<file path="config.mk">
export PLATFORM = sky130hd
export DESIGN_NAME = branch_resolve_predict_unit
export DESIGN_NICKNAME = d
export VERILOG_FILES = /design/src/rtl/buraq_branch_pkg.sv /design/src/rtl/branch_compare.sv /design/src/rtl/branch_resolve_predict_unit.sv
export SDC_FILE = /design/constraint.sdc
export NUM_CORES = 1
export LEC_CHECK = 0
export CORE_MARGIN = 2
export CORE_UTILIZATION = 50
export DETAILED_ROUTE_END_ITERATION = 8
export PLACE_DENSITY = 0.84
export SYNTH_ARGS = -nofsm -noshare
export SYNTH_HDL_FRONTEND = slang
export SYNTH_SLANG_ARGS = --single-unit
export TNS_END_PERCENT = 10
</file>
<file path="constraint.sdc">
create_clock -name clk -period 5.1 [get_ports clk]
set_input_delay 1.02 -clock clk [delete_from_list [all_inputs] [get_ports clk]]
set_output_delay 1.02 -clock clk [all_outputs]
set_load 0.02 [all_outputs]
</file>
<file path="src/rtl/buraq_branch_pkg.sv">
// Shared types for the Buraq-mini branch predict/resolve unit: func3 codes,
// 2-bit BHT counter type and its saturating update.
package buraq_branch_pkg;

    typedef enum logic [2:0] {
        F3_BEQ  = 3'b000,
        F3_BNE  = 3'b001,
        F3_BLT  = 3'b100,
        F3_BGE  = 3'b101,
        F3_BLTU = 3'b110,
        F3_BGEU = 3'b111
    } func3_e;

    typedef logic [1:0] bht_cnt_t;

    localparam bht_cnt_t SNT = 2'b00;
    localparam bht_cnt_t WNT = 2'b01;
    localparam bht_cnt_t WT  = 2'b10;
    localparam bht_cnt_t ST  = 2'b11;

    // Saturating step toward the observed outcome.
    function automatic bht_cnt_t cnt_update(input bht_cnt_t cnt, input logic taken);
        bht_cnt_t nxt;
        if (taken) begin
            nxt = (cnt == ST) ? ST : cnt + 2'(1);
        end else begin
            nxt = (cnt == SNT) ? SNT : cnt - 2'(1);
        end
        return nxt;
    endfunction

endpackage

</file>
<file path="src/rtl/branch_compare.sv">
// Combinational RV32 branch condition evaluator: func3 + operands -> taken/illegal.
module branch_compare
    import buraq_branch_pkg::*;
#(
    parameter int unsigned DataWidth = 32
) (
    input  logic [2:0]           func3,
    input  logic [DataWidth-1:0] src1,
    input  logic [DataWidth-1:0] src2,
    output logic                 taken_c,
    output logic                 illegal_c
);

    always_comb begin
        taken_c   = 1'b0;
        illegal_c = 1'b0;
        case (func3)
            F3_BEQ:  taken_c = (src1 == src2);
            F3_BNE:  taken_c = (src1 != src2);
            F3_BLT:  taken_c = ($signed(src1) <  $signed(src2));
            F3_BGE:  taken_c = ($signed(src1) >= $signed(src2));
            F3_BLTU: taken_c = (src1 <  src2);
            F3_BGEU: taken_c = (src1 >= src2);
            default: illegal_c = 1'b1;
        endcase
    end

endmodule

</file>
<file path="src/rtl/branch_resolve_predict_unit.sv">
// Branch unit: BHT prediction at fetch, condition resolution at execute with a
// registered one-cycle redirect, BHT training and performance counters.
module branch_resolve_predict_unit
    import buraq_branch_pkg::*;
#(
    parameter int unsigned DataWidth = 32,
    parameter int unsigned IndexBits = 6,
    parameter int unsigned CntWidth  = 32
) (
    input  logic                 clk,
    input  logic                 rst_n,
    input  logic [DataWidth-1:0] if_pc,
    output logic                 if_pred_taken,
    input  logic                 ex_valid,
    input  logic                 ex_is_branch,
    input  logic [2:0]           ex_func3,
    input  logic [DataWidth-1:0] ex_src1,
    input  logic [DataWidth-1:0] ex_src2,
    input  logic [DataWidth-1:0] ex_pc,
    input  logic [DataWidth-1:0] ex_target,
    input  logic                 ex_pred_taken,
    output logic                 res_valid,
    output logic                 res_taken,
    output logic                 res_mispredict,
    output logic [DataWidth-1:0] res_redirect_pc,
    output logic                 res_illegal,
    output logic [CntWidth-1:0]  stat_branches,
    output logic [CntWidth-1:0]  stat_mispredicts
);

    localparam int unsigned Entries = 1 << IndexBits;

    bht_cnt_t             bht_q [Entries];
    bht_cnt_t             bht_d [Entries];
    logic [IndexBits-1:0] if_idx;
    logic [IndexBits-1:0] ex_idx;
    logic                 taken_c;
    logic                 illegal_c;
    logic                 resolve;
    logic                 unused_if_pc_bits;

    logic                 res_valid_q, res_valid_d;
    logic                 res_taken_q, res_taken_d;
    logic                 res_mispredict_q, res_mispredict_d;
    logic [DataWidth-1:0] res_redirect_pc_q, res_redirect_pc_d;
    logic                 res_illegal_q, res_illegal_d;
    logic [CntWidth-1:0]  stat_branches_q, stat_branches_d;
    logic [CntWidth-1:0]  stat_mispredicts_q, stat_mispredicts_d;

    assign if_idx  = if_pc[IndexBits+1:2];
    assign ex_idx  = ex_pc[IndexBits+1:2];
    assign resolve = ex_valid && ex_is_branch;
    assign unused_if_pc_bits = ^{if_pc[DataWidth-1:IndexBits+2], if_pc[1:0]};

    // Prediction reads the registered table, so a same-cycle update is not visible.
    assign if_pred_taken = bht_q[if_idx][1];

    branch_compare #(
        .DataWidth (DataWidth)
    ) u_compare (
        .func3     (ex_func3),
        .src1      (ex_src1),
        .src2      (ex_src2),
        .taken_c   (taken_c),
        .illegal_c (illegal_c)
    );

    always_comb begin
        bht_d              = bht_q;
        res_valid_d        = 1'b0;
        res_taken_d        = res_taken_q;
        res_mispredict_d   = 1'b0;
        res_redirect_pc_d  = res_redirect_pc_q;
        res_illegal_d      = 1'b0;
        stat_branches_d    = stat_branches_q;
        stat_mispredicts_d = stat_mispredicts_q;
        if (resolve) begin
            res_valid_d       = 1'b1;
            res_taken_d       = taken_c;
            res_illegal_d     = illegal_c;
            res_mispredict_d  = taken_c ^ ex_pred_taken;
            res_redirect_pc_d = taken_c ? ex_target : ex_pc + DataWidth'(4);
            // Illegal encodings neither train the predictor nor count as branches.
            if (!illegal_c) begin
                bht_d[ex_idx]   = cnt_update(bht_q[ex_idx], taken_c);
                stat_branches_d = stat_branches_q + CntWidth'(1);
                if (taken_c ^ ex_pred_taken) begin
                    stat_mispredicts_d = stat_mispredicts_q + CntWidth'(1);
                end
            end
        end
    end

    always_ff @(posedge clk or negedge rst_n) begin
        if (!rst_n) begin
            for (int i = 0; i < int'(Entries); i++) begin
                bht_q[i] <= WNT;
            end
            res_valid_q        <= 1'b0;
            res_taken_q        <= 1'b0;
            res_mispredict_q   <= 1'b0;
            res_redirect_pc_q  <= '0;
            res_illegal_q      <= 1'b0;
            stat_branches_q    <= '0;
            stat_mispredicts_q <= '0;
        end else begin
            bht_q              <= bht_d;
            res_valid_q        <= res_valid_d;
            res_taken_q        <= res_taken_d;
            res_mispredict_q   <= res_mispredict_d;
            res_redirect_pc_q  <= res_redirect_pc_d;
            res_illegal_q      <= res_illegal_d;
            stat_branches_q    <= stat_branches_d;
            stat_mispredicts_q <= stat_mispredicts_d;
        end
    end

    assign res_valid        = res_valid_q;
    assign res_taken        = res_taken_q;
    assign res_mispredict   = res_mispredict_q;
    assign res_redirect_pc  = res_redirect_pc_q;
    assign res_illegal      = res_illegal_q;
    assign stat_branches    = stat_branches_q;
    assign stat_mispredicts = stat_mispredicts_q;

endmodule

</file>
==> results.md <==
- Area delta synth->final: 30.4%
- Grt ovf: 0
- Fmax: 0.206 GHz
- Residual DRC: 0
- Final min period: 4.86 ns
- Average instance area after synthesis: 10.3 sq um
- Pin count of the biggest net entering global routing: 118
- DR vias: 10,800
- Tcrit/Tclk final: 0.954
- Vias per cell: 5.90
- Yosys top cell area share: 0.325
- Synth top area cells: dfrtp_1 33%, dfstp_2 13%, mux2_2 6.3%
- Die X: 163 um
- R2r startpoint: bht_q[71]
- Fillers: 1,877
- Hold WC Path Type: register to register
- Non-filler cells, final: 1,828
- PD cells: 308 mW/mm^2
- R2R Setup Slk: 2.25 ns
- HP Start: res_redirect_pc[29]
- Net Count, Synth: 1,424
- Final design utilization: 0.659
- WHS Endpoint: res_redirect_pc[29]
- Initial DRC count: 995
- Num CTS Buffers: 25
- Total Power: 5070 uW
- EDFF count, synth: 0
- Layout cells sized above 1: 0.188
- Synth warnings: 0
- Worst Tran Pin Value: 1.02 ns
- Clk_lat worst skew: 0.54 ns
- Setup CP Type: input port to output pin
- Cell internal pwr: 3650 uW
- CP Launch Type: input port
- Crit end category: output pin
- Die area: 0.0265 sq mm
- Max Slew Vio Count: 0
- H-tree depth reported by CTS: 1
- Worst path max stage delay: 0.57 ns
- CTS Hold Bufs: 0
- Avg WL per Cell: 20.1 um
- Hold Crit Depth: 2
- Cells on worst reg2reg path: 8
- Setup TNS Final: 0 ns
- Max Cap Violations: 0
- Crit-path max FO: 16
- # port buffers: 242
- Sw Share: 0.279
- Ys async rst share: 1.00
- Inst Count DP: 1,782
- Clock sinks: 228
- Library cells used by synthesis: 71
- Pleak: 0.00694 uW
- Yosys reg bits: 228
- Clock-pin slew on the worst setup and hold paths: 0.06 ns
- Post-route ant nets: 0
- Clock skew: 0.0242 ns
- RSZ-0062 raised after global routing: no
- Cell repeated most along the worst path: mux4_2
- Setup Buffers After CTS: 0
- NetSw: 1420 uW
- End of the worst register-to-register path: bht_q[78]
- Fin nets: 1,682
- Clock tree buffer depth: 3
- GP Congestion: 0.950
- Clock Tree Root: clkbuf_16
- Tot GR Track Use: 0.276
- Synth Cell Area: 0.0126 sq mm
- N_diodes: 0
- Register area share after synthesis: 0.459
- Final HPWL DP: 26.6 mm
- Global-route wire length before repair: 57.8 mm
- Hold Fails Final Rpt: 0
- Crit-path cells: clkdlybuf4s50_1 > buf_12 > mux4_2 > mux4_2 > mux4_2 > clkdlybuf4s50_1
- Num ports: 269
- Clock power frac: 0.379
- Core area: 0.0250 sq mm
- CP arrival: 3.84 ns
- Initial DRT Pass Iterations: 8
- Cell Rows: 58
- Initial antenna violation count: 0
- Final setup vio count: 0
- Slowest CP cell: mux4_2
- Comb power frac: 0.203
- Starting Density: 0.505
- Critical Path RT: 4.08 ns
- Synth top cells by count: 191 x nand2_1, 164 x dfrtp_1, 73 x o21ai_0
- Routed WL: 36.7 mm
- Max-slew headroom: 0.319
- Main synth FF type: dfrtp_1
- Vias in the first global route: 10,800
- Seq pwr share: 0.418
- Syn Inst Count: 1,221
- CTS tree: done
- Peak supply drop: 0.252 mV
- Biggest area consumer among synthesized cells: dfrtp_1
- Post-CTS Resized: 0
- Chip height: 163 um
- Status: finished, final reports clean
- Most common cell in the netlist: nand2_1
cell type report:
| class | count | area (sq um) | share of cell area |
|---|---|---|---|
| Multi-Input combinational cell | 892 | 6370 | 0.387 |
| Clock buffer | 35 | 733 | 0.0446 |
| Tap cell | 330 | 413 | 0.0251 |
| Timing Repair Buffer | 287 | 2830 | 0.172 |
| Sequential cell | 228 | 5790 | 0.352 |
| Inverter | 45 | 169 | 0.0103 |
| Clock inverter | 11 | 153 | 0.00928 |
stage by stage:
step | worst slack [ns] | hold slack (ns) | cell area (sq um)
after floorplan | 0.579 | 0.460 | 12600
after global placement | 0.254 | 0.460 | 15600
after detailed placement | 0.241 | 0.461 | 15600
after CTS | 0.242 | 0.475 | 16500
after global routing | 0.208 | 0.505 | 16500
final | 0.236 | 0.475 | 16500
routing by layer:
metal  share of wire  GRT usage  vias up
met5               0          0        -
met4           0.042      0.109        0
met3           0.085     0.0568      109
met2            0.48      0.454      536
met1            0.39      0.360     5218
li1                -          -     4915
cells by family after synthesis:
kind of cell	Yosys count	share of synthesized area
DFF	228	0.459
AOI/OAI and AO/OA	224	0.122
xor gates and xnor gates	89	0.0618
and+or+nand+nor	423	0.156
adders and majority gates	37	0.0365
muxes	119	0.129
buffers and inverters	101	0.0366
worst max path at each step:
stage                     startpoint       endpoint  cells past startpoint
after floorplan             if_pc[2]  if_pred_taken                      5
after global placement      if_pc[2]  if_pred_taken                      6
after detailed placement    if_pc[2]  if_pred_taken                      6
after CTS                   if_pc[2]  if_pred_taken                      6
after global routing        if_pc[2]  if_pred_taken                      6
final                       if_pc[2]  if_pred_taken                      6
power groups by stage:
stage	combinational, uW	sequential, uW	clock [uW]
after floorplan	426	2220	0
after global placement	998	2140	0
after detailed placement	1020	2150	0
after CTS	1030	2120	1940
after global routing	1100	2140	2020
final	1030	2120	1920
layout by cell type, fill, tap and decap left out, types with 36 or more instances in the layout:
cell type        count
xnor2_1             53
xor2_1              36
dfstp_2             64
mux2_2              71
clkdlybuf4s50_1    241
o21ai_0             73
nand3_1             50
dfrtp_1            164
nand2_1            191
inv_1               43
nor2_1              63
buf_4               40
state kept, by name (all words and copies together), names as in the netlist:
name              cells
stat_branches        32
stat_mispredicts     32
res_illegal           1
res_taken             1
res_mispredict        1
res_valid             1
bht_q               128
res_redirect_pc      32
worst max-delay path: cells and delay by family:
family | cells | cell delay (ns)
buffers and inverters | 3 | 1.27
multiplexers | 3 | 1.56
Power figures use the tool's default switching activity.
